`src/rtl/mimi_sram_arbiter.sv`:
```
// Arbitrates the SRAM banks between the Wishbone slave window and the CPU memory port.
// One single-cycle access is issued per clock; read data and the WB ack return one cycle later.
module mimi_sram_arbiter #(
    parameter int          NUM_BANKS = 3,
    parameter int          BANK_AW   = 9,
    parameter logic [15:0] WB_BASE   = 16'h3000
) (
    input  logic                    wb_clk_i,
    input  logic                    wb_rst_ni,
    input  logic                    wbs_cyc_i,
    input  logic                    wbs_stb_i,
    input  logic                    wbs_we_i,
    input  logic [3:0]              wbs_sel_i,
    input  logic [31:0]             wbs_adr_i,
    input  logic [31:0]             wbs_dat_i,
    output logic                    wbs_ack_o,
    output logic [31:0]             wbs_dat_o,
    input  logic                    cpu_req_i,
    input  logic                    cpu_we_i,
    input  logic [12:0]             cpu_addr_i,
    input  logic [31:0]             cpu_wdata_i,
    input  logic [3:0]              cpu_wmask_i,
    output logic                    cpu_gnt_o,
    output logic                    cpu_rvalid_o,
    output logic [31:0]             cpu_rdata_o,
    output logic [NUM_BANKS-1:0]    sram_en_o,
    output logic [BANK_AW-1:0]      sram_addr_o,
    output logic [31:0]             sram_wdata_o,
    output logic                    sram_wen_o,
    input  logic [32*NUM_BANKS-1:0] sram_rdata_i,
    output logic                    wb_err_o
);

    typedef enum logic {
        WIN_CPU = 1'b0,
        WIN_WB  = 1'b1
    } win_t;

    win_t        last_win_reg, last_win_next;
    logic        wb_busy_reg;
    logic        wb_ack_reg;
    logic        wb_rd_reg;
    logic        cpu_rvalid_reg;
    logic [1:0]  rd_bank_reg;
    logic        err_reg, err_next;

    logic        wb_req, wb_pend, contested;
    logic        wb_win, cpu_win, issue;
    logic        sel_we;
    logic [3:0]  sel_mask;
    logic [12:0] sel_addr;
    logic [31:0] sel_wdata;
    logic [1:0]  bank;
    logic        partial_write;
    logic [31:0] bank_word [4];
    logic [31:0] rdata_sel;
    logic        unused_adr;

    assign unused_adr = ^wbs_adr_i[15:13];

    assign wb_req  = wbs_cyc_i & wbs_stb_i & (wbs_adr_i[31:16] == WB_BASE);
    assign wb_pend = wb_req & ~wb_busy_reg;
    // A WB strobe still held during its ack cycle counts as contention, so the
    // CPU win in that cycle is recorded and back-to-back conflicts alternate.
    assign contested = wb_req & cpu_req_i;

    assign wb_win    = wb_pend & (~cpu_req_i | (last_win_reg == WIN_CPU));
    assign cpu_win   = cpu_req_i & ~wb_win;
    assign issue     = wb_win | cpu_win;
    assign cpu_gnt_o = cpu_win;

    always_comb begin
        sel_we    = 1'b0;
        sel_mask  = 4'h0;
        sel_addr  = 13'h0;
        sel_wdata = 32'h0;
        if (wb_win) begin
            sel_we    = wbs_we_i;
            sel_mask  = wbs_sel_i;
            sel_addr  = wbs_adr_i[12:0];
            sel_wdata = wbs_dat_i;
        end else if (cpu_win) begin
            sel_we    = cpu_we_i;
            sel_mask  = cpu_wmask_i;
            sel_addr  = cpu_addr_i;
            sel_wdata = cpu_wdata_i;
        end
    end

    assign bank          = sel_addr[12:11];
    assign partial_write = sel_we & (sel_mask != 4'hf) & (sel_mask != 4'h0);

    assign sram_addr_o  = sel_addr[BANK_AW+1:2];
    assign sram_wdata_o = sel_wdata;
    assign sram_wen_o   = issue & sel_we & (sel_mask == 4'hf);

    generate
        for (genvar gi = 0; gi < NUM_BANKS; gi++) begin : g_en
            assign sram_en_o[gi] = issue & (int'(bank) == gi);
        end
        // Bank indices beyond the populated ones read back as zero.
        for (genvar gi = 0; gi < 4; gi++) begin : g_word
            if (gi < NUM_BANKS) begin : g_pop
                assign bank_word[gi] = sram_rdata_i[32*gi +: 32];
            end else begin : g_empty
                assign bank_word[gi] = 32'h0;
            end
        end
    endgenerate

    assign rdata_sel = bank_word[rd_bank_reg];

    always_comb begin
        last_win_next = last_win_reg;
        if (contested) begin
            last_win_next = wb_win ? WIN_WB : WIN_CPU;
        end
    end

    assign err_next = err_reg | (issue & partial_write);

    always_ff @(posedge wb_clk_i or negedge wb_rst_ni) begin
        if (!wb_rst_ni) begin
            last_win_reg   <= WIN_CPU;
            wb_busy_reg    <= 1'b0;
            wb_ack_reg     <= 1'b0;
            wb_rd_reg      <= 1'b0;
            cpu_rvalid_reg <= 1'b0;
            rd_bank_reg    <= 2'd0;
            err_reg        <= 1'b0;
        end else begin
            last_win_reg   <= last_win_next;
            // Busy covers exactly the ack cycle, masking the still-high strobe.
            wb_busy_reg    <= wb_win;
            wb_ack_reg     <= wb_win;
            wb_rd_reg      <= wb_win & ~wbs_we_i;
            cpu_rvalid_reg <= cpu_win & ~cpu_we_i;
            rd_bank_reg    <= bank;
            err_reg        <= err_next;
        end
    end

    assign wbs_ack_o    = wb_ack_reg;
    assign wbs_dat_o    = (wb_ack_reg & wb_rd_reg) ? rdata_sel : 32'h0;
    assign cpu_rvalid_o = cpu_rvalid_reg;
    assign cpu_rdata_o  = cpu_rvalid_reg ? rdata_sel : 32'h0;
    assign wb_err_o     = err_reg;

endmodule

```
`config.mk`:
```
export PLATFORM = sky130hd
export DESIGN_NAME = mimi_sram_arbiter
export DESIGN_NICKNAME = d
export VERILOG_FILES = /design/src/rtl/mimi_sram_arbiter.sv
export SDC_FILE = /design/constraint.sdc
export NUM_CORES = 1
export LEC_CHECK = 0
export ABC_AREA = 0
export CORE_AREA = 2 2 129 131
export CTS_CLUSTER_DIAMETER = 150
export DETAILED_ROUTE_END_ITERATION = 6
export DIE_AREA = 0 0 131 133
export SYNTH_ARGS = -nofsm -noshare
export SYNTH_HDL_FRONTEND = slang
export SYNTH_SLANG_ARGS = --single-unit
export TNS_END_PERCENT = 5
```
`constraint.sdc`:
```
create_clock -name wb_clk_i -period 3.7 [get_ports wb_clk_i]
set_input_delay 0.555 -clock wb_clk_i [delete_from_list [all_inputs] [get_ports wb_clk_i]]
set_output_delay 0.555 -clock wb_clk_i [all_outputs]
set_load 0.05 [all_outputs]
```
* Word-level counts from Yosys, hierarchy flattened
Index checks and enable logic that the tools add are counted.
Word-level totals: register bits after elaboration 7, bits of input ports 220, logic and storage cells 55
Cells by class: magnitude comparators 1, eq/ne operators 5, multiplexer cells 14, bitwise operators 27, reductions and logical operators 2
Operator list (count):
- $mux 32 | 6
- $bmux 32 s2 | 1
- $mux 13 | 2
- $and 1x1->1 | 17
- $eq 16x14->1 const B | 1
- $mux 4 | 2
- $not 1->1 | 6
- $eq 2x2->1 const B | 2
- $eq 4x4->1 const B | 1
- $ne 4x4->1 const B | 1
- $reduce_bool 4->1 | 1
- $ge 3x3->1 const B | 1
- $mux 1 | 3
- $not 2->3 | 1
- $or 1x1->1 | 3
- $logic_not 2->1 | 1

* Longest topological paths before layout
Gate-level depths: netlist of the first run.
depth in word-level cells 13, gate-level depth with buffers 8, depth with buffers taken out 4

* Worst setup path before layout of the first run
Ideal clock, no wire load.
kind input -> output, start point input port wbs_adr_i[28], end point output port sram_wdata_o[18], data arrival time 2.552 ns, required time 3.145 ns, slack 0.593 ns, stages 7, cells stage by stage nor4b_1 > and4_1 > buf_4 > and3_1 > buf_4 > buf_4 > o21ai_0
On the way: word-level cells in the longest chain between the ends 8
Ends and longest elaborated chain:
- start, declared | line 14 | input logic [31:0] wbs_adr_i,
- $eq 16x14->1 * | line 61 | assign wb_req = wbs_cyc_i & wbs_stb_i & (wbs_adr_i[31:16] == WB_BASE);
- $and 1x1->1 * | line 61
- $and 1x1->1 * | line 62 | assign wb_pend = wb_req & ~wb_busy_reg;
- $and 1x1->1 * | line 67 | assign wb_win = wb_pend & (~cpu_req_i | (last_win_reg == WIN_CPU));
- $not 1->1 | line 68 | assign cpu_win = cpu_req_i & ~wb_win;
- $and 1x1->1 | line 68
- $mux 32 | line 82 | end else if (cpu_win) begin
- $mux 32 * | line 77 | if (wb_win) begin
- end, declared | line 28 | output logic [31:0] sram_wdata_o,
Mark *: on every way between the ends. The rest lies on a longest branch, timed or not.

* Final worst setup path of the first run
start point input port wbs_adr_i[25], end point output port sram_wen_o
On the way: word-level cells in the longest chain between the ends 10
Ends and longest elaborated chain:
- $eq 16x14->1 * | line 61
- $and 1x1->1 * | line 61
- $and 1x1->1 * | line 62
- $and 1x1->1 * | line 67
- $not 1->1 | line 68
- $and 1x1->1 | line 68
- $mux 4 or $mux 1 (tied branches) | line 82
- $mux 4 or $mux 1 (tied branches) | line 77
- $eq 4x4->1 or $and 1x1->1 (tied branches) | line 95 | assign sram_wen_o = issue & sel_we & (sel_mask == 4'hf);
- $and 1x1->1 * | line 95
- end, declared | line 29 | output logic sram_wen_o,
Marks and branches as above.

==> results of run 1 <==
[layout make-up]
| type | count | area [µm²] |
|---|---|---|
| Multi-Input combinational cell | 327 | 1940 |
| Tap cell | 220 | 275 |
| Inverter | 1 | 3.75 |
| Timing Repair Buffer | 341 | 3200 |
| Fill cell | 1724 | 10500 |
| Clock buffer | 4 | 78.8 |
| Sequential cell | 7 | 176 |
[power by group]
group	total [W]	leakage, nW	switching (W)	internal, W
logic	0.000588	2.24	0.000281	0.000307
clock network	0.000186	0.0382	0.0000426	0.000144
registers	0.0000887	0.0880	0.0000102	0.0000786
[metrics by stage]
stage               total power (W)  setup slack (ns)  area [µm²]  hold WS (ns)
finish                     0.000863             0.525        5670         0.566
global route               0.000914             0.372        5670         0.611
CTS                        0.000879             0.473        5670         0.575
detailed placement         0.000682             0.485        5590         0.565
global placement           0.000680             0.485        5590         0.553
floorplan                  0.000350             0.593        2360         0.259
[layer usage]
layer | vias to the layer above | global-route usage [%]
li1 | 1966 | -
met1 | 1765 | 17.2
met2 | 226 | 28.3
met3 | 8 | 4.21
met4 | 0 | 1.42
met5 | - | 0
[layout by cell type, fill, tap and decap left out, drive strengths merged, types with 2 or more instances in the layout]
cell | netlist | layout
nor3b | 2 | 2
clkbuf | 32 | 4
nand2b | 3 | 3
clkdlybuf4s50 | 0 | 236
mux2 | 3 | 3
and4 | 3 | 3
nor2b | 3 | 3
o21ai | 73 | 73
nor2 | 7 | 7
a21oi | 4 | 4
mux2i | 35 | 35
nand2 | 76 | 76
nand4 | 42 | 42
dfrtp | 7 | 7
nor4b | 2 | 2
nand3 | 3 | 3
buf | 20 | 105
and2 | 33 | 33
nor4 | 3 | 3
and3 | 31 | 31
[worst min-delay path: cells and delay by family (launching register included)]
kind,cells,cell delay (ns)
compound gates,2,0.16
flops,1,0.36
[cell families (layout without fill, tap and decap cells)]
group / count (synthesis) / after routing / share of synthesized area (%)
multiplexers: 38 / 38 / 16.3
flip-flops: 7 / 7 / 7.42
AND/OR/NAND/NOR: 211 / 211 / 48.6
buffers and inverters: 53 / 346 / 11.1
AO/OA/AOI/OAI: 78 / 78 / 16.7
[worst min-delay path by stage]
| stage | start | end | slack [ns] | depth (start not counted) |
|---|---|---|---|---|
| finish | wb_err_o$_DFF_PN0_ | wb_err_o$_DFF_PN0_ | 0.57 | 2 |
| global route | wb_err_o$_DFF_PN0_ | wb_err_o$_DFF_PN0_ | 0.61 | 2 |
| CTS | wb_err_o$_DFF_PN0_ | wb_err_o$_DFF_PN0_ | 0.58 | 2 |
| detailed placement | wb_err_o$_DFF_PN0_ | wb_err_o$_DFF_PN0_ | 0.56 | 2 |
| global placement | wb_err_o$_DFF_PN0_ | wb_err_o$_DFF_PN0_ | 0.55 | 2 |
| floorplan | wb_rst_ni | cpu_rvalid_o$_DFF_PN0_ | 0.26 | 0 |
==> impl_metrics.ini, run 1 <==
[setup_path]
path_cells = clkdlybuf4s50_1 > nor4b_1 > and4_2 > buf_4 > nand3_2 > mux2i_1 > buf_12
cp.required_ns = 3.14
arrival_ns = 2.62
cp_num_cells = 7
r2r-end = wb_err_o$_DFF_PN0_
critPathMaxFanout = 15
startpoint = wbs_adr_i[25]
worstSetupEndpointType = primary output
slowest_stage = clkdlybuf4s50_1
crit_path_max_incr_delay_ns = 0.40
r2r_setup_slack_ns = 2.15
cp-endpoint = sram_wen_o
timing.rr.start = last_win_reg$_DFFE_PN0P_
worstRegToRegCells = 4
cp-start-kind = primary input
path_buf_inv = 3
critPathTopFamily = simple AND/OR/NAND/NOR gates
path_class = in2out

[timing]
fin_crit_ns = 3.18
post-route-period-util_pct = 85.8
rsz0062_at_grt = false
final.setup.tns_ns = 0
hold_viol_final = 0
fin_skew_ns = 0.000426
maxSlewHeadroom_pct = 39.1
setup_viol = 0
fmax_ghz = 0.315
slew_viol_final = 0
worstMarginPinSlew_ns = 0.913

[grt]
track_usage_pct = 15.0
grt_max_degree = 51
grt_pass1_wl_um = 20700
antenna_found_initial = 0
overflow = 0
grt_pass1_vias = 3922

[synth]
yosysTopAreaCellShare_pct = 14.8
synth_flop_cell = dfrtp_1
yosysMostFrequentCell = nand2_1
ys_seq_area_share_pct = 7.42
syn-cell-area_um2 = 2360
synth_async_sr_flop_share_pct = 100
synthCells = 387
synth_top_area_cell = mux2i_1
yosysWarnings = 0
synth_area_leaders = mux2i_1, o21ai_0, nand2_1
netlist_top_cells_count = nand2_1, o21ai_0, nand4_1
synthesis.nets = 607
synth_edf_count = 0
ys_types = 28
synth-seq-cells = 7
syn_avg_cell_area_um2 = 6.10

[drt]
highest_layer = met4
drcViolationCount = 0
met3_length_um = 1490
finalWirelength_um = 14100
initialDrtViolationCount = 140
drt_pre_antenna_iters = 4
vias = 3965
wl_met1_um = 5410
wl_per_cell_um = 15.7
viasPerCell = 4.41
wl_met2_um = 7140
ant_nets = 0

[finish]
drive_gt1_share_pct = 17.2
syn_to_final_growth_pct = 140
largest_reg_flops = 2
num-nets-final = 901
final_cell_count_no_fill = 900
num_antenna_cells = 0
fin_util_pct = 35.1

[power]
p_per_area_nw_per_um2 = 152
p_leak_nw = 2.36
irDropWorstVdd_v = 0.000138

[placed_design]
gp_congestion = 0.773
post-dp-hpwl_um = 11300
place_inst = 896
portBuffers = 325

[clocking]
insertion_delay_ns = 0.23
clk_pin_slew_worst_paths_ns = 0.04
cts-hold-fix-buffers = 0
cts_tree = built
htree_levels = 1
postCtsSetupBuffers = 0
cts_resized = 0
clock_sinks = 7
clockRootBuffer = clkbuf_16
clockBufferDepth = 2
cts_made_buffers = 3

[floorplanning]
pin_count = 333
rows = 47
die_area_um2 = 17400
start_util_pct = 14.6
die_w_um = 131
core_area_um2 = 16200
chipHeight_um = 133

[status]
outcome = finished, final reports clean

[hold_path]
min-delay-path-class = reg2reg

[run]
max-cap-violations = 0
Power figures use the tool's default switching activity.
==> run 2: changes to the inputs <==
SLEW_MARGIN = 0   (was unset)
==> results of run 2 <==
No change in the layout: final DEF, timing and power equal those of run 1.
